$ cat src/rtl/serial_tx_pkg.sv
// Shared types and constants for the LSB-first serializer.
// Optional feature macro: SERIAL_TX_PARITY_EN appends an even-parity bit to every frame.
package serial_tx_pkg;

  typedef enum logic {
    IDLE  = 1'b0,
    SHIFT = 1'b1
  } state_e;

`ifdef SERIAL_TX_PARITY_EN
  localparam int unsigned PARITY_BITS = 1;
`else
  localparam int unsigned PARITY_BITS = 0;
`endif

  // Bit-index counter width; always wide enough for the parity slot at index n.
  function automatic int unsigned cw_of(input int unsigned n);
    return $clog2(n + 1);
  endfunction

  // Bit periods per frame for an n-bit data word.
  function automatic int unsigned frame_len(input int unsigned n);
    return n + PARITY_BITS;
  endfunction

endpackage

$ cat src/rtl/piso_shift_reg.sv
// N-bit parallel-load, right-shift register (MSB filled with 0).
// Ports: clk, reset (sync, active-high), load_i (priority over shift_i),
//        shift_i, d_i (parallel word), lsb_o (current bit 0).
module piso_shift_reg #(
  parameter int unsigned N = 8
) (
  input  logic         clk,
  input  logic         reset,
  input  logic         load_i,
  input  logic         shift_i,
  input  logic [N-1:0] d_i,
  output logic         lsb_o
);

  logic [N-1:0] q_q, q_d;

  // Next-value select: load wins over shift.
  always_comb begin
    q_d = q_q;
    if (load_i) begin
      q_d = d_i;
    end else if (shift_i) begin
      q_d = {1'b0, q_q[N-1:1]};
    end
  end

  always_ff @(posedge clk) begin
    if (reset) begin
      q_q <= '0;
    end else begin
      q_q <= q_d;
    end
  end

  assign lsb_o = q_q[0];

endmodule

$ cat src/rtl/serial_tx_shift_ctrl.sv
// Valid/ready-fed LSB-first serializer controller paced by bit_tick.
// Optional feature macro: SERIAL_TX_PARITY_EN (even parity bit at bit_idx = N).
// Ports: clk, reset (sync, active-high); in_data/in_valid/in_ready word handshake;
//        bit_tick shift enable; so/so_valid serial bit; busy frame in progress;
//        done one-cycle end-of-frame pulse; bit_idx index of bit on so.
module serial_tx_shift_ctrl
  import serial_tx_pkg::*;
#(
  parameter  int unsigned N  = 8,
  localparam int unsigned CW = cw_of(N)
) (
  input  logic          clk,
  input  logic          reset,
  input  logic [N-1:0]  in_data,
  input  logic          in_valid,
  output logic          in_ready,
  input  logic          bit_tick,
  output logic          so,
  output logic          so_valid,
  output logic          busy,
  output logic          done,
  output logic [CW-1:0] bit_idx
);

  localparam int unsigned LAST = frame_len(N) - 1;

  state_e        state_q, state_d;
  logic [CW-1:0] bit_idx_q, bit_idx_d;
  logic          done_q, done_d;
  logic          load, shift;
  logic          sr_lsb;
  logic          last_bit;
  logic          ser_bit;

  piso_shift_reg #(.N(N)) u_sr (
    .clk     (clk),
    .reset   (reset),
    .load_i  (load),
    .shift_i (shift),
    .d_i     (in_data),
    .lsb_o   (sr_lsb)
  );

  assign last_bit = (bit_idx_q == CW'(LAST));

  // Only input-to-output combinational path: ready opens on the last-bit tick.
  assign in_ready = (state_q == IDLE) || ((state_q == SHIFT) && last_bit && bit_tick);

`ifdef SERIAL_TX_PARITY_EN
  logic par_q;

  // Parity captured at accept so the data register can keep shifting freely.
  always_ff @(posedge clk) begin
    if (reset) begin
      par_q <= 1'b0;
    end else if (load) begin
      par_q <= ^in_data;
    end
  end

  assign ser_bit = (bit_idx_q == CW'(N)) ? par_q : sr_lsb;
`else
  assign ser_bit = sr_lsb;
`endif

  // Next-state, counter and register control.
  always_comb begin
    state_d   = state_q;
    bit_idx_d = bit_idx_q;
    done_d    = 1'b0;
    load      = 1'b0;
    shift     = 1'b0;
    case (state_q)
      IDLE: begin
        if (in_valid) begin
          load      = 1'b1;
          state_d   = SHIFT;
          bit_idx_d = '0;
        end
      end
      SHIFT: begin
        if (bit_tick) begin
          if (last_bit) begin
            done_d    = 1'b1;
            bit_idx_d = '0;
            if (in_valid) begin
              load = 1'b1;
            end else begin
              state_d = IDLE;
            end
          end else begin
            shift     = 1'b1;
            bit_idx_d = bit_idx_q + CW'(1);
          end
        end
      end
    endcase
  end

  always_ff @(posedge clk) begin
    if (reset) begin
      state_q   <= IDLE;
      bit_idx_q <= '0;
      done_q    <= 1'b0;
    end else begin
      state_q   <= state_d;
      bit_idx_q <= bit_idx_d;
      done_q    <= done_d;
    end
  end

  assign so       = (state_q == SHIFT) & ser_bit;
  assign so_valid = (state_q == SHIFT);
  assign busy     = (state_q == SHIFT);
  assign done     = done_q;
  assign bit_idx  = bit_idx_q;

endmodule

$ cat config.mk
export PLATFORM = sky130hd
export DESIGN_NAME = serial_tx_shift_ctrl
export DESIGN_NICKNAME = d
export VERILOG_FILES = /design/src/rtl/serial_tx_pkg.sv /design/src/rtl/piso_shift_reg.sv /design/src/rtl/serial_tx_shift_ctrl.sv
export SDC_FILE = /design/constraint.sdc
export NUM_CORES = 1
export LEC_CHECK = 0
export ABC_CLOCK_PERIOD_IN_PS = 2960
export CELL_PAD_IN_SITES_DETAIL_PLACEMENT = 2
export CELL_PAD_IN_SITES_GLOBAL_PLACEMENT = 2
export CORE_MARGIN = 2
export CORE_UTILIZATION = 28
export DETAILED_ROUTE_END_ITERATION = 8
export PLACE_DENSITY_LB_ADDON = 0.1
export SYNTH_ARGS = -nofsm -noshare
export SYNTH_HDL_FRONTEND = slang
export SYNTH_SLANG_ARGS = --single-unit
$ cat constraint.sdc
create_clock -name clk -period 2.96 [get_ports clk]
set_input_delay 0.592 -clock clk [delete_from_list [all_inputs] [get_ports clk]]
set_output_delay 0.592 -clock clk [all_outputs]
set_load 0.01 [all_outputs]
==> reports/metrics.cfg <==
[clock_network]
clock-root-buffer=clkbuf_4
clk_pin_slew_worst_paths_ns=0.08
htree_levels=1
postCtsSetupBuffers=0
cts_resized=0
cts-buffers-inserted=3
max-clock-path-buffers=2
clkLatencyLatePin_ns=0.28
cts_tree=done
cts_sinks=14
cts_hold_buf=0

[logic_synthesis]
syn_area_per_cell_sq_um=8.38
synth.net_count=103
seq_area_frac_synth=0.371
netlist_area_sq_um=754
yosysTopAreaCellShare=0.371
synth_edf_count=0
ys_ff_latch=14
syn_inst=90
yosysWarnings=0
ys_types=28
async_flop_share=0
yosys-top-cells-area=dfxtp_1 37%, a311oi_1 8.1%, a21oi_1 6.6%
synthFlopType=dfxtp_1
yosys.area.top_type=dfxtp_1

[route]
drcViolationCount=0
dr.pass1.iters=4
vias=767
drt_iter0_markers=8
finalWirelength_um=2360
wire_per_inst_um=17.3
via_per_inst=5.64
ant_nets=0

[global_route]
grt_max_degree=17
grt_pass1_vias=800
grt_pass1_wl_um=4170
grt_usage=0.169
antenna_found_initial=0
overflow=0

[sta]
rsz0062_at_grt=false
hold_viol_final=0
setup-violations-final=0
max-slew-margin-rel=0.607
fmax_ghz=0.413
worst_pin_slew_ns=0.588
period_needed_ns=2.42
fin_ws_ns=0.538
finClkSkew_ns=0.00221
tns_ns=0
drv_slew=0
period_share=0.818

[finish]
antenna_cells=0
nets=121
drive_above_1_share=0.0755
fin_cells=136
areaGrowthSynthToFinish_pct=30.8

[place]
portBuffers=20
dp_hpwl_um=1580
gp_congestion=0.702
pre_cts_ws_ns=0.526
dpl.cell_count=133

[die]
dieArea_sq_um=3130
fp.coreArea_sq_um=2520
row_count=18
initial_core_util=0.299
fp.dieH_um=55.9
die_w_um=55.9
io_pins=21

[power_and_ir_drop]
power_density_nw_per_um2=392
max-vdd-ir-drop_v=0.000267
power.leakage_nw=0.341
total_power_w=0.000387

[worst_setup_path]
rr_startpoint=busy$_SDFF_PP0_
crit_required_ns=2.37
reg2reg_to=bit_idx[3]$_SDFFE_PP0P_
r2r_setup_slack_ns=1.13
r2r_cells=4
worstPathArrival_ns=1.83
cp-end-kind=primary output
cp_max_fo=2
worst_setup_path_start_kind=input pin
critical_path_class=in -> out

[hold_path]
hold_path_depth=2
min-delay-start=u_sr.q_q[2]$_SDFFE_PP0P_
hold_end=u_sr.q_q[1]$_SDFFE_PP0P_
hold_class=reg -> reg

[job]
drv_cap=0

[outcome]
status=completed

## power breakdown
part,switching [W],internal (W)
Sequential,0.00000825,0.000199
Combinational,0.0000333,0.0000367
Clock,0.0000630,0.0000472
## how the worst max path moves through the flow
| stage | depth (start not counted) | end | start | slack (ns) |
|---|---|---|---|---|
| after floorplan | 3 | so | busy$_SDFF_PP0_ | 1.28 |
| final | 4 | in_ready | bit_tick | 0.54 |
| after CTS | 4 | in_ready | bit_tick | 0.53 |
| after global placement | 4 | in_ready | bit_tick | 0.53 |
| after detailed placement | 4 | in_ready | bit_tick | 0.53 |
| after global routing | 4 | in_ready | bit_tick | 0.49 |
## stage by stage
step                hold slack (ns)  instance area [sq um]   util
floorplan                     0.462                    754      -
global placement              0.484                    965  0.382
detailed placement            0.498                    965  0.382
CTS                           0.512                    987  0.391
global route                  0.535                    987  0.391
finish                        0.508                    987  0.391
## kinds of logic (layout without fill, tap and decap cells)
family | Yosys count | in the layout | share of synthesized area
multiplexers | 2 | 2 | 0.0265
adder cells (fa/ha/maj) | 1 | 1 | 0.0166
AO/OA/AOI/OAI | 30 | 30 | 0.250
AND/OR/NAND/NOR | 33 | 33 | 0.269
buffers and inverters | 10 | 26 | 0.0663
flip-flops | 14 | 14 | 0.371
## layer usage
| layer | global-route usage | routed length (um) |
|---|---|---|
| met5 | 0 | 0 |
| met4 | 0.0408 | 21 |
| met3 | 0.0535 | 88 |
| met2 | 0.259 | 1110 |
| met1 | 0.231 | 1130 |
## state kept, by name, summed over array words and instances (netlist names)
signal,cells
busy,1
u_sr.q_q,8
bit_idx,4
done,1
## worst max-delay path, cell delays in order
cell	delay, ns
clkdlybuf4s50_1	0.50
nand4b_2	0.12
nand2_1	0.08
clkdlybuf4s50_1	0.53
## placed cells by master (no fill, tap or decap)
master / count
clkdlybuf4s50_1: 20
dfxtp_1: 14
a21oi_1: 10
o21ai_0: 9
nand2b_1: 8
nand4_1: 8
a311oi_1: 7
nand2_1: 4
nor2_1: 3
clkbuf_4: 3
buf_4: 3
mux2i_1: 2
nand4b_2: 1
and2_1: 1
and3b_1: 1
nor2b_1: 1
a21bo_2: 1
nand3_1: 1
or4_1: 1
a31oi_1: 1
nand3b_1: 1
nor3_1: 1
a21boi_0: 1
nand4b_1: 1
a32oi_1: 1
or3_1: 1
ha_1: 1
## Yosys cell counts (2+ instances only)
cell type / instances
dfxtp_1: 14
nand4_1: 8
clkbuf_1: 7
a311oi_1: 7
mux2i_1: 2
nand2_1: 4
a21oi_1: 10
nand2b_1: 8
o21ai_0: 9
nor2_1: 3
## final cells by class
class,count,area [sq um]
multi-input cells,66,424
fillers,296,1540
repair buffers,23,223
clock buffers,3,22.5
flip-flops and latches,14,280
well taps,30,37.5
Power figures use the tool's default switching activity.
